**src/rtl/sd_adc_pkg.sv**
```systemverilog
//==============================================================================
// Module      : sd_adc_pkg
// Description : Shared defaults and result saturation helper for sd_adc_ctrl.
// Revision    : 1.0 - initial release
//==============================================================================
`default_nettype none

package sd_adc_pkg;

    localparam int OSR_LOG2_DEF    = 8;
    localparam int SYNC_STAGES_DEF = 2;

    // A full window of ones (2^osr_log2) does not fit the result; clamp to all-ones.
    function automatic logic [31:0] sat_count(input logic [31:0] sum, input int osr_log2);
        logic [31:0] max_code;
        max_code = (32'd1 << osr_log2) - 32'd1;
        return (sum > max_code) ? max_code : sum;
    endfunction

endpackage

`default_nettype wire

```
**src/rtl/bit_sync.sv**
```systemverilog
//==============================================================================
// Module      : bit_sync
// Description : N-flop single-bit synchronizer, synchronous reset to 0.
// Revision    : 1.0 - initial release
//==============================================================================
`default_nettype none

module bit_sync #(
    parameter int N = 2
) (
    input  logic clk,
    input  logic rst,
    input  logic d,
    output logic q
);

    logic [N-1:0] r_chain;

    always_ff @(posedge clk) begin
        if (rst) begin
            r_chain <= '0;
        end else begin
            r_chain <= {r_chain[N-2:0], d};
        end
    end

    assign q = r_chain[N-1];

endmodule

`default_nettype wire

```
**src/rtl/sd_adc_ctrl.sv**
```systemverilog
//==============================================================================
// Module      : sd_adc_ctrl
// Description : First-order sigma-delta back end: comparator sync, 1-bit
//               feedback and OSR-window ones-count decimator with handshake.
// Revision    : 1.0 - initial release
//==============================================================================
`default_nettype none

module sd_adc_ctrl
    import sd_adc_pkg::*;
#(
    parameter int OSR_LOG2    = OSR_LOG2_DEF,
    parameter int SYNC_STAGES = SYNC_STAGES_DEF
) (
    input  logic                clk,
    input  logic                rst,
    input  logic                ena,
    input  logic                cmp_in,
    output logic                fb_out,
    output logic [OSR_LOG2-1:0] result,
    output logic                result_valid,
    input  logic                result_ready,
    output logic                overrun
);

    localparam logic [OSR_LOG2-1:0] c_win_max = '1;

    logic                w_cmp_s;
    logic [OSR_LOG2-1:0] r_win;
    logic [OSR_LOG2:0]   r_acc;
    logic [OSR_LOG2:0]   w_sum;
    logic [OSR_LOG2-1:0] w_sat;
    logic                w_tc;
    logic                w_accept;

    bit_sync #(
        .N (SYNC_STAGES)
    ) u_cmp_sync (
        .clk (clk),
        .rst (rst),
        .d   (cmp_in),
        .q   (w_cmp_s)
    );

    // The TC cycle's own feedback bit is folded in here, so acc never holds a full window.
    assign w_sum    = r_acc + {{OSR_LOG2{1'b0}}, fb_out};
    assign w_sat    = OSR_LOG2'(sat_count(32'(w_sum), OSR_LOG2));
    assign w_tc     = ena && (r_win == c_win_max);
    assign w_accept = result_valid && result_ready;

    always_ff @(posedge clk) begin
        if (rst) begin
            fb_out       <= 1'b0;
            r_win        <= '0;
            r_acc        <= '0;
            result       <= '0;
            result_valid <= 1'b0;
            overrun      <= 1'b0;
        end else begin
            fb_out <= ena ? w_cmp_s : 1'b0;

            if (!ena) begin
                r_win <= '0;
                r_acc <= '0;
            end else if (w_tc) begin
                r_win <= '0;
                r_acc <= '0;
            end else begin
                r_win <= r_win + 1'b1;
                r_acc <= w_sum;
            end

            if (w_tc) begin
                result       <= w_sat;
                result_valid <= 1'b1;
                overrun      <= result_valid && !result_ready;
            end else if (w_accept) begin
                result_valid <= 1'b0;
                overrun      <= 1'b0;
            end
        end
    end

endmodule

`default_nettype wire

```
**config.mk**
```make
export PLATFORM = sky130hd
export DESIGN_NAME = sd_adc_ctrl
export DESIGN_NICKNAME = d
export VERILOG_FILES = /design/src/rtl/sd_adc_pkg.sv /design/src/rtl/bit_sync.sv /design/src/rtl/sd_adc_ctrl.sv
export SDC_FILE = /design/constraint.sdc
export NUM_CORES = 1
export LEC_CHECK = 0
export ABC_AREA = 1
export CAP_MARGIN = 10
export CORE_AREA = 2 2 68 70
export DETAILED_ROUTE_END_ITERATION = 8
export DIE_AREA = 0 0 70 72
export PLACE_DENSITY_LB_ADDON = 0.25
export REMOVE_ABC_BUFFERS = 1
export SKIP_LAST_GASP = 1
export SYNTH_ARGS = -nofsm -noshare
export SYNTH_HDL_FRONTEND = slang
export SYNTH_HIERARCHICAL = 1
export SYNTH_SLANG_ARGS = --single-unit
```
**constraint.sdc**
```tcl
create_clock -name clk -period 2.01 [get_ports clk]
set_input_delay 0.3015 -clock clk [delete_from_list [all_inputs] [get_ports clk]]
set_output_delay 0.3015 -clock clk [all_outputs]
set_load 0.1 [all_outputs]
```
# Yosys cells after proc, flatten, opt, wreduce, memory -nomap -nowiden
# Index checks and enable logic that the tools add are counted.
[op_classes]
n_bitwise = 1
n_lt_le_gt_ge = 1
muxes = 4
n_eq_ne = 1
n_reduce_logical = 7
n_addsub = 2
[op_table]
columns = ["cell", "count"]
rows = [
  ["$add A9 B1 Y9", 1],
  ["$gt A9 B8 Y1 const B", 1],
  ["$add A8 B1 Y8 const B", 1],
  ["$eq A8 B8 Y1 const B", 1],
  ["$mux W8", 1],
  ["$logic_and A1 B1 Y1", 3],
  ["$mux W1", 3],
  ["$reduce_or A3 Y1", 1],
  ["$reduce_bool A2 Y1", 1],
  ["$reduce_or A2 Y1", 1],
  ["$logic_not A1 Y1", 1],
  ["$not A1 Y1", 1],
]
[totals]
out_inout_bits = 11
ff_bits = 30
word_cells = 23

# Logic depth before layout (Yosys ltp)
[logic_depth]
ltp_word = 3
mapped_depth = 10
depth_no_buf = 10

# Modules after synthesis
# Netlist, hierarchy kept.
[by_module_without_submodules]
columns = ["module", "cells_each", "n_inst", "area_per_inst_um2"]
rows = [
  ["sd_adc_ctrl", 158, 1, 1192.4],
  ["bit_sync", 6, 1, 55.1],
]

# Worst setup path after synthesis
# No wires, ideal clock.
[synth_path]
kind = "register -> register"
startpoint = "reg fb_out"
endpoint = "reg result[0]"
required_time_ps = 1892
path_slack_ps = -171
period_less_slack_ps = 2181
arrival_time_ps = 2064
setup_time_ps = 118
path_stages_with_launch = 10
cell_sequence = "dfxtp_1 > ha_1 > ha_1 > nand2_1 > nor2_1 > nand2_1 > nand2_1 > nand3_2 > nor2_1 > nor2_1"
[synth_via]
elab_chain_cells = 3
[synth_rtl]
columns = ["item", "line", "rtl"]
rows = [
  ["start, declared", "sd_adc_ctrl.sv:19", "output logic fb_out,"],
  ["start signal, assigned", "sd_adc_ctrl.sv:60", "fb_out <= ena ? w_cmp_s : 1'b0;"],
  ["$add A9 B1 Y9 (*)", "sd_adc_ctrl.sv:46", "assign w_sum = r_acc + {{OSR_LOG2{1'b0}}, fb_out};"],
  ["$gt A9 B8 Y1", "sd_adc_pkg.sv:17", "return (sum > max_code) ? max_code : sum;"],
  ["$mux W8 (*)", "sd_adc_pkg.sv:17", ""],
  ["end signal, assigned", "sd_adc_ctrl.sv:74", "result <= w_sat;"],
  ["end, declared", "sd_adc_ctrl.sv:20", "output logic [OSR_LOG2-1:0] result,"],
]
# Every way passes the cells marked *; elsewhere a longest branch is shown, timed or not.
# A chain may end at the register's enable or synchronous reset.

# Worst setup path in the final report
[layout_path]
startpoint = "reg fb_out"
endpoint = "reg result[2]"
# The elaborated chain is that of the path after synthesis.

==> results.sh <==
export IMPL_final_max_slew_viol_count=0
export IMPL_cts_hold_buf=0
export IMPL_clk_path_buf_depth=2
export IMPL_slowest_delay_ps=370
export IMPL_rows=24
export IMPL_chipHeight_um=72
export IMPL_placed_cell_area_um2=1430
export IMPL_fin_skew_ps=5.37
export IMPL_p_clk_share_pct=48.1
export IMPL_gp_congestion=0.678
export IMPL_cts_buffers=5
export IMPL_grtUsageTotal_pct=9.73
export IMPL_worst_path_buf_inv=0
export IMPL_clk_pin_slew_ps=60
export IMPL_dieArea_um2=5040
export IMPL_final_cell_mix="nor2_1 (45), dfxtp_1 (30), nand2_1 (24)"
export IMPL_drt_first_pass_iters=4
export IMPL_ant_nets=0
export IMPL_drc=0
export IMPL_overflow=0
export IMPL_seq_power_share_pct=49.3
export IMPL_finalSetupViolations=0
export IMPL_drtIter0Drc=30
export IMPL_fp_dieW_um=70
export IMPL_ys_seq_elements=30
export IMPL_finalPower_w=0.00122
export IMPL_critical_path_required_ps=2190
export IMPL_grt_use_met3_pct=4.03
export IMPL_worstPathCellList="ha_1 > ha_1 > nand2_1 > nor2_1 > nand2_1 > nand2_1 > nand3_2 > nor2_1 > nor2_1"
export IMPL_synth_seq_area_share_pct=48.1
export IMPL_insertion_delay_ps=280
export IMPL_critPathTopFamily="simple AND/OR/NAND/NOR gates"
export IMPL_fmax_mhz=599
export IMPL_final_cell_area_um2=1530
export IMPL_design_core_area_um2=4260
export IMPL_cts_sink_count=30
export IMPL_io_pins=16
export IMPL_fin_hold_ws_ps=410
export IMPL_critPathLaunchType="flop"
export IMPL_maxSlewHeadroom_pct=79.7
export IMPL_fill_cells=467
export IMPL_seq_area_um2=601
export IMPL_synthCells=164
export IMPL_wl_mm=2.27
export IMPL_vias=968
export IMPL_crit_arrival_ps=1850
export IMPL_drive_gt1_share_pct=13.9
export IMPL_grt_use_met2_pct=15.2
export IMPL_antenna_found_initial=0
export IMPL_cts_tree="built"
export IMPL_min_from="u_cmp_sync/r_chain[0]"
export IMPL_holdPathEnd="u_cmp_sync/r_chain[1]"
export IMPL_switching_share_pct=19.4
export IMPL_post_dp_hpwl_mm=1.75
export IMPL_cts_setup_buffers=0
export IMPL_nets=195
export IMPL_wl_per_cell_um=9.49
export IMPL_hold_viol=0
export IMPL_status="complete, no violations"
export IMPL_busiest_layer="met2"
export IMPL_fin_util_pct=36.0
export IMPL_cts_root_buf="clkbuf_8"
export IMPL_synth_warnings=6
export IMPL_grt_setup_unrepaired="false"
export IMPL_power_per_cell_area_nw_per_um2=795
export IMPL_synth_avg_cell_area_um2=7.61
export IMPL_holdPathStages=2
export IMPL_h_tree_depth=2
export IMPL_io_buffers=15
export IMPL_path_class="flop to flop"
export IMPL_internal_power_w=0.000983
export IMPL_reg2reg_to="result[2]"
export IMPL_max_vdd_ir_drop_v=0.000488
export IMPL_grt_max_degree=15
export IMPL_cap_viol_max_count=0
export IMPL_critPathSlowestCell="dfxtp_1"
export IMPL_r2r_start="fb_out"
export IMPL_period_share_pct=83.1
export IMPL_viasPerCell=4.05
export IMPL_final_common_cell="nor2_1"
export IMPL_r2r_cells=9
export IMPL_rrSetupSlack_ps=340
export IMPL_cts_repair_resized=0
export IMPL_hp_class="flop to flop"
export IMPL_syn_cell_area_um2=1250
export IMPL_power_switching_w=0.000237
export IMPL_min_period_ps=1670
export IMPL_cp_max_fo=6
export IMPL_ys_types=20
export IMPL_leakagePower_nw=0.701
export IMPL_multiInputGateArea_um2=534
export IMPL_use_met1_pct=11.2
export IMPL_p_comb_share_pct=2.6
export IMPL_tightest_slew_ps=303
export IMPL_synthToLayoutAreaGrowth_pct=23.0
export IMPL_crit_path_end_kind="flop"
export IMPL_floorplan_initialDensity_pct=29.3
export IMPL_grt_pass1_vias=843
export IMPL_n_antenna_cell=0
export IMPL_grt_first_pass_wirelength_mm=3.67
export IMPL_finalSetupTns_ps=0
cell usage after synthesis:
master	number	area [µm²]
nand2_1	24	90.1
nor2_1	45	169
xor2_1	6	52.6
a21oi_1	2	10.0
o21ai_0	2	10.0
nand3_1	9	45.0
dfxtp_1	30	601
a31oi_1	1	6.26
nor2_8	1	20.0
buf_6	2	22.5
nand4_1	1	6.26
inv_1	22	82.6
ha_1	4	50.1
o21ai_1	6	30.0
nor3_1	2	10.0
nand2_2	1	6.26
and2_1	1	6.26
nand3_2	1	10.0
inv_2	2	7.51
nor2_2	2	12.5
state kept, by name (all words and copies together), names as in the netlist:
name / count
r_acc: 9
r_win: 8
result: 8
u_cmp_sync/r_chain: 2
fb_out: 1
overrun: 1
result_valid: 1
tightest hold or removal path, delay by kind of cell, from the launching register on:
kind | cells | cell delay [ps]
and+or+nand+nor | 1 | 30
DFF | 1 | 300
buffers and inverters | 1 | 40
routing by layer:
layer | part of all wire [%] | wire length (µm) | up-vias
met5 | 0 | 0 | -
met1 | 47 | 1070 | 411
met4 | 2.4 | 54 | 0
met3 | 4.3 | 97 | 6
li1 | - | - | 541
met2 | 46 | 1050 | 10
cell type report:
type	instances	share of cell area [%]
Clock buffer	7	4.98
Clock inverter	1	1.96
Timing Repair Buffer	17	8.97
Multi-Input combinational cell	108	34.8
Sequential cell	30	39.2
Inverter	24	5.87
Tap cell	52	4.24
power groups by stage:
| stage | logic, W | registers, W | clock network, W |
|---|---|---|---|
| 2_1_floorplan | 0.0000133 | 0.000616 | 0 |
| 3_3_place_gp | 0.0000324 | 0.000614 | 0 |
| 3_5_place_dp | 0.0000325 | 0.000614 | 0 |
| 4_1_cts | 0.0000326 | 0.000601 | 0.000600 |
| 5_1_grt | 0.0000365 | 0.000601 | 0.000631 |
| 6_report | 0.0000319 | 0.000601 | 0.000586 |
cell families (layout without fill, tap and decap cells):
group	Yosys count	count (layout)	share of synthesized area (%)
adder cells (fa/ha/maj)	4	4	4.01
buffers and inverters	26	49	9.03
AO/OA/AOI/OAI	11	11	4.51
flip-flops	30	30	48.1
AND/OR/NAND/NOR	87	87	30.1
XOR/XNOR	6	6	4.21
stage by stage:
step / setup slack, ps / instances
global placement: 330 / 231
floorplan: -176 / 162
global route: 149 / 239
detailed placement: 321 / 231
finish: 340 / 239
CTS: 311 / 239
worst max-delay path by stage:
stage	startpoint	endpoint	slack [ps]	cells after the start
global route	fb_out	result[2]	150	9
detailed placement	fb_out	result[0]	320	9
floorplan	fb_out	result[0]	-180	9
CTS	fb_out	result[0]	310	9
global placement	fb_out	result[1]	330	9
finish	fb_out	result[2]	340	9
(Power assumes the default switching activity.)
==> RTL change, RTL diff (config.mk and constraints unchanged) <==
Change the package constant `SYNC_STAGES_DEF` from 2 to 4.
--- a/src/rtl/sd_adc_pkg.sv
+++ b/src/rtl/sd_adc_pkg.sv
@@ -8,7 +8,7 @@
 package sd_adc_pkg;
 
     localparam int OSR_LOG2_DEF    = 8;
-    localparam int SYNC_STAGES_DEF = 2;
+    localparam int SYNC_STAGES_DEF = 4;
 
     // A full window of ones (2^osr_log2) does not fit the result; clamp to all-ones.
     function automatic logic [31:0] sat_count(input logic [31:0] sum, input int osr_log2);
Behaviour: not the same (Yosys sat finds a counterexample within 4 cycles, from zero or initial values and one cycle with rst high).
==> RTL change against the original RTL <==
Non-clock buffer count fell by 1. Total power shrank 4.3%. Routed wire length is 0.57% lower. Worst setup slack improved by 0.049 ns. Maximum frequency grew 3.0%. Design area up 2.0%. Area after synthesis increased by 4.4%. Sequential cell count rose by 2. Largest power group unchanged. Highest routed layer unchanged.
==> RTL change: results <==
# TYPE chip_impl_metric gauge
chip_impl_metric{name="die_width",unit="µm"} 70
chip_impl_metric{name="groute.layer.met3.usage",unit="%"} 4.58
chip_impl_metric{name="cellLeakagePower",unit="nW"} 0.711
chip_impl_metric{name="drt_iter0_markers",unit=""} 16
chip_impl_metric{name="grt_pass1_vias",unit=""} 914
chip_impl_metric{name="cp_data_arrival_time",unit="ns"} 1.80
chip_impl_metric{name="routabilityCongestion",unit=""} 0.706
chip_impl_info{name="synthTopCellsByArea",value="sky130_fd_sc_hd__dfxtp_1, sky130_fd_sc_hd__nor2_1, sky130_fd_sc_hd__inv_1"} 1
chip_impl_metric{name="fin_worst_skew",unit="ns"} 0.00369
chip_impl_metric{name="num_antenna_cells",unit=""} 0
chip_impl_metric{name="yosysWarningCount",unit=""} 6
chip_impl_metric{name="grt.total_usage",unit="%"} 10.4
chip_impl_metric{name="post-dp-hpwl",unit="µm"} 1680
chip_impl_metric{name="detail_route.first_pass.iterations",unit=""} 4
chip_impl_metric{name="number_of_buffers_created_by_cts",unit=""} 5
chip_impl_metric{name="finalNetCount",unit=""} 200
chip_impl_metric{name="grt_start_max_net_pins",unit=""} 16
chip_impl_info{name="yosys-top-cells-count",value="sky130_fd_sc_hd__nor2_1, sky130_fd_sc_hd__dfxtp_1, sky130_fd_sc_hd__inv_1, sky130_fd_sc_hd__nand2_1, sky130_fd_sc_hd__nand3_1"} 1
chip_impl_metric{name="pre_cts_ws",unit="ns"} 0.272
chip_impl_metric{name="max-slew-margin-rel",unit="%"} 80.8
chip_impl_metric{name="wire_length_of_the_first_global_routing_pass",unit="µm"} 3940
chip_impl_metric{name="post_route_cells_drive_above_1_share",unit="%"} 13.0
chip_impl_metric{name="postSynth.asyncResetShare",unit="%"} 0
chip_impl_metric{name="grt_antenna_before_repair",unit=""} 0
chip_impl_metric{name="vdd_drop_max",unit="V"} 0.000389
chip_impl_metric{name="viasPerCell",unit=""} 4.19
chip_impl_metric{name="synth-seq-area-share",unit="%"} 49.2
chip_impl_metric{name="grt_met1_usage",unit="%"} 11.7
chip_impl_info{name="synth_top_flop_cell",value="sky130_fd_sc_hd__dfxtp_1"} 1
chip_impl_metric{name="finalWirelength",unit="µm"} 2260
chip_impl_metric{name="netlist-cell-type-count",unit=""} 20
chip_impl_info{name="run_status",value="completed"} 1
chip_impl_metric{name="met2_usage",unit="%"} 16.2
RTL change: cell types whose count changed in the layout (fill, tap and decap cells not counted), sizes merged:
cell / change
inv: +2
nor2: +2
clkbuf: +1
bufinv: -1
buf: -1
dfxtp: +2
RTL change: final timing paths:
kind,from,end,slack [ns],cells after the start
max,fb_out,result[4],0.39,9
max reg2reg,fb_out,result[4],0.39,9
min,u_cmp_sync/r_chain[0],u_cmp_sync/r_chain[1],0.40,2
min reg2reg,u_cmp_sync/r_chain[0],u_cmp_sync/r_chain[1],0.40,2
RTL change: cell families after synthesis:
kind of cell,after synthesis,share of synthesized area (%)
and+or+nand+nor,89,29.4
DFF,32,49.2
buffers and inverters,28,9.22
AOI/OAI and AO/OA,11,4.32
xor gates and xnor gates,6,4.03
adders and majority gates,4,3.84
RTL change: worst max-delay path, cell delays in order, from the launching register on:
cell                      delay, ns
sky130_fd_sc_hd__dfxtp_1       0.37
sky130_fd_sc_hd__ha_1          0.16
sky130_fd_sc_hd__ha_1          0.15
sky130_fd_sc_hd__nand2_1       0.10
sky130_fd_sc_hd__nor2_1        0.25
sky130_fd_sc_hd__nand2_1       0.11
sky130_fd_sc_hd__nand2_1       0.08
sky130_fd_sc_hd__nand3_2       0.12
sky130_fd_sc_hd__nor2_1        0.13
sky130_fd_sc_hd__nor2_1        0.05
RTL change: stage by stage:
| step | hold slack (ns) | instance area, µm² | cells | utilization [%] | total power (W) |
|---|---|---|---|---|---|
| 3_5_place_dp | 0.396 | 1480 | 236 | 34.6 | 0.000686 |
| 6_report | 0.404 | 1570 | 244 | 36.7 | 0.00117 |
| 3_3_place_gp | 0.393 | 1480 | 236 | 34.6 | 0.000685 |
| 4_1_cts | 0.406 | 1570 | 244 | 36.7 | 0.00119 |
| 2_1_floorplan | 0.373 | 1280 | 168 | - | 0.000669 |
| 5_1_grt | 0.416 | 1570 | 244 | 36.7 | 0.00122 |
RTL change: final cells by class:
class | instances | area, µm²
Fill cell | 463 | 2700
Sequential cell | 32 | 641
Multi-Input combinational cell | 110 | 542
Timing Repair Buffer | 16 | 130
Inverter | 26 | 97.6
Clock buffer | 8 | 90.1
Tap cell | 52 | 65.1
RTL change: routing by layer:
layer | share of wire (%) | vias to the layer above
met5 | 0 | -
met4 | 2.6 | 0
met3 | 3.8 | 5
met2 | 45 | 11
met1 | 49 | 449
li1 | - | 557
RTL change: power by group:
part | internal (W) | switching (W) | total, W | leakage (nW)
Combinational | 0.0000130 | 0.0000168 | 0.0000298 | 0.407
Clock | 0.000279 | 0.000218 | 0.000496 | 0.0455
Sequential | 0.000639 | 0.00000201 | 0.000641 | 0.259
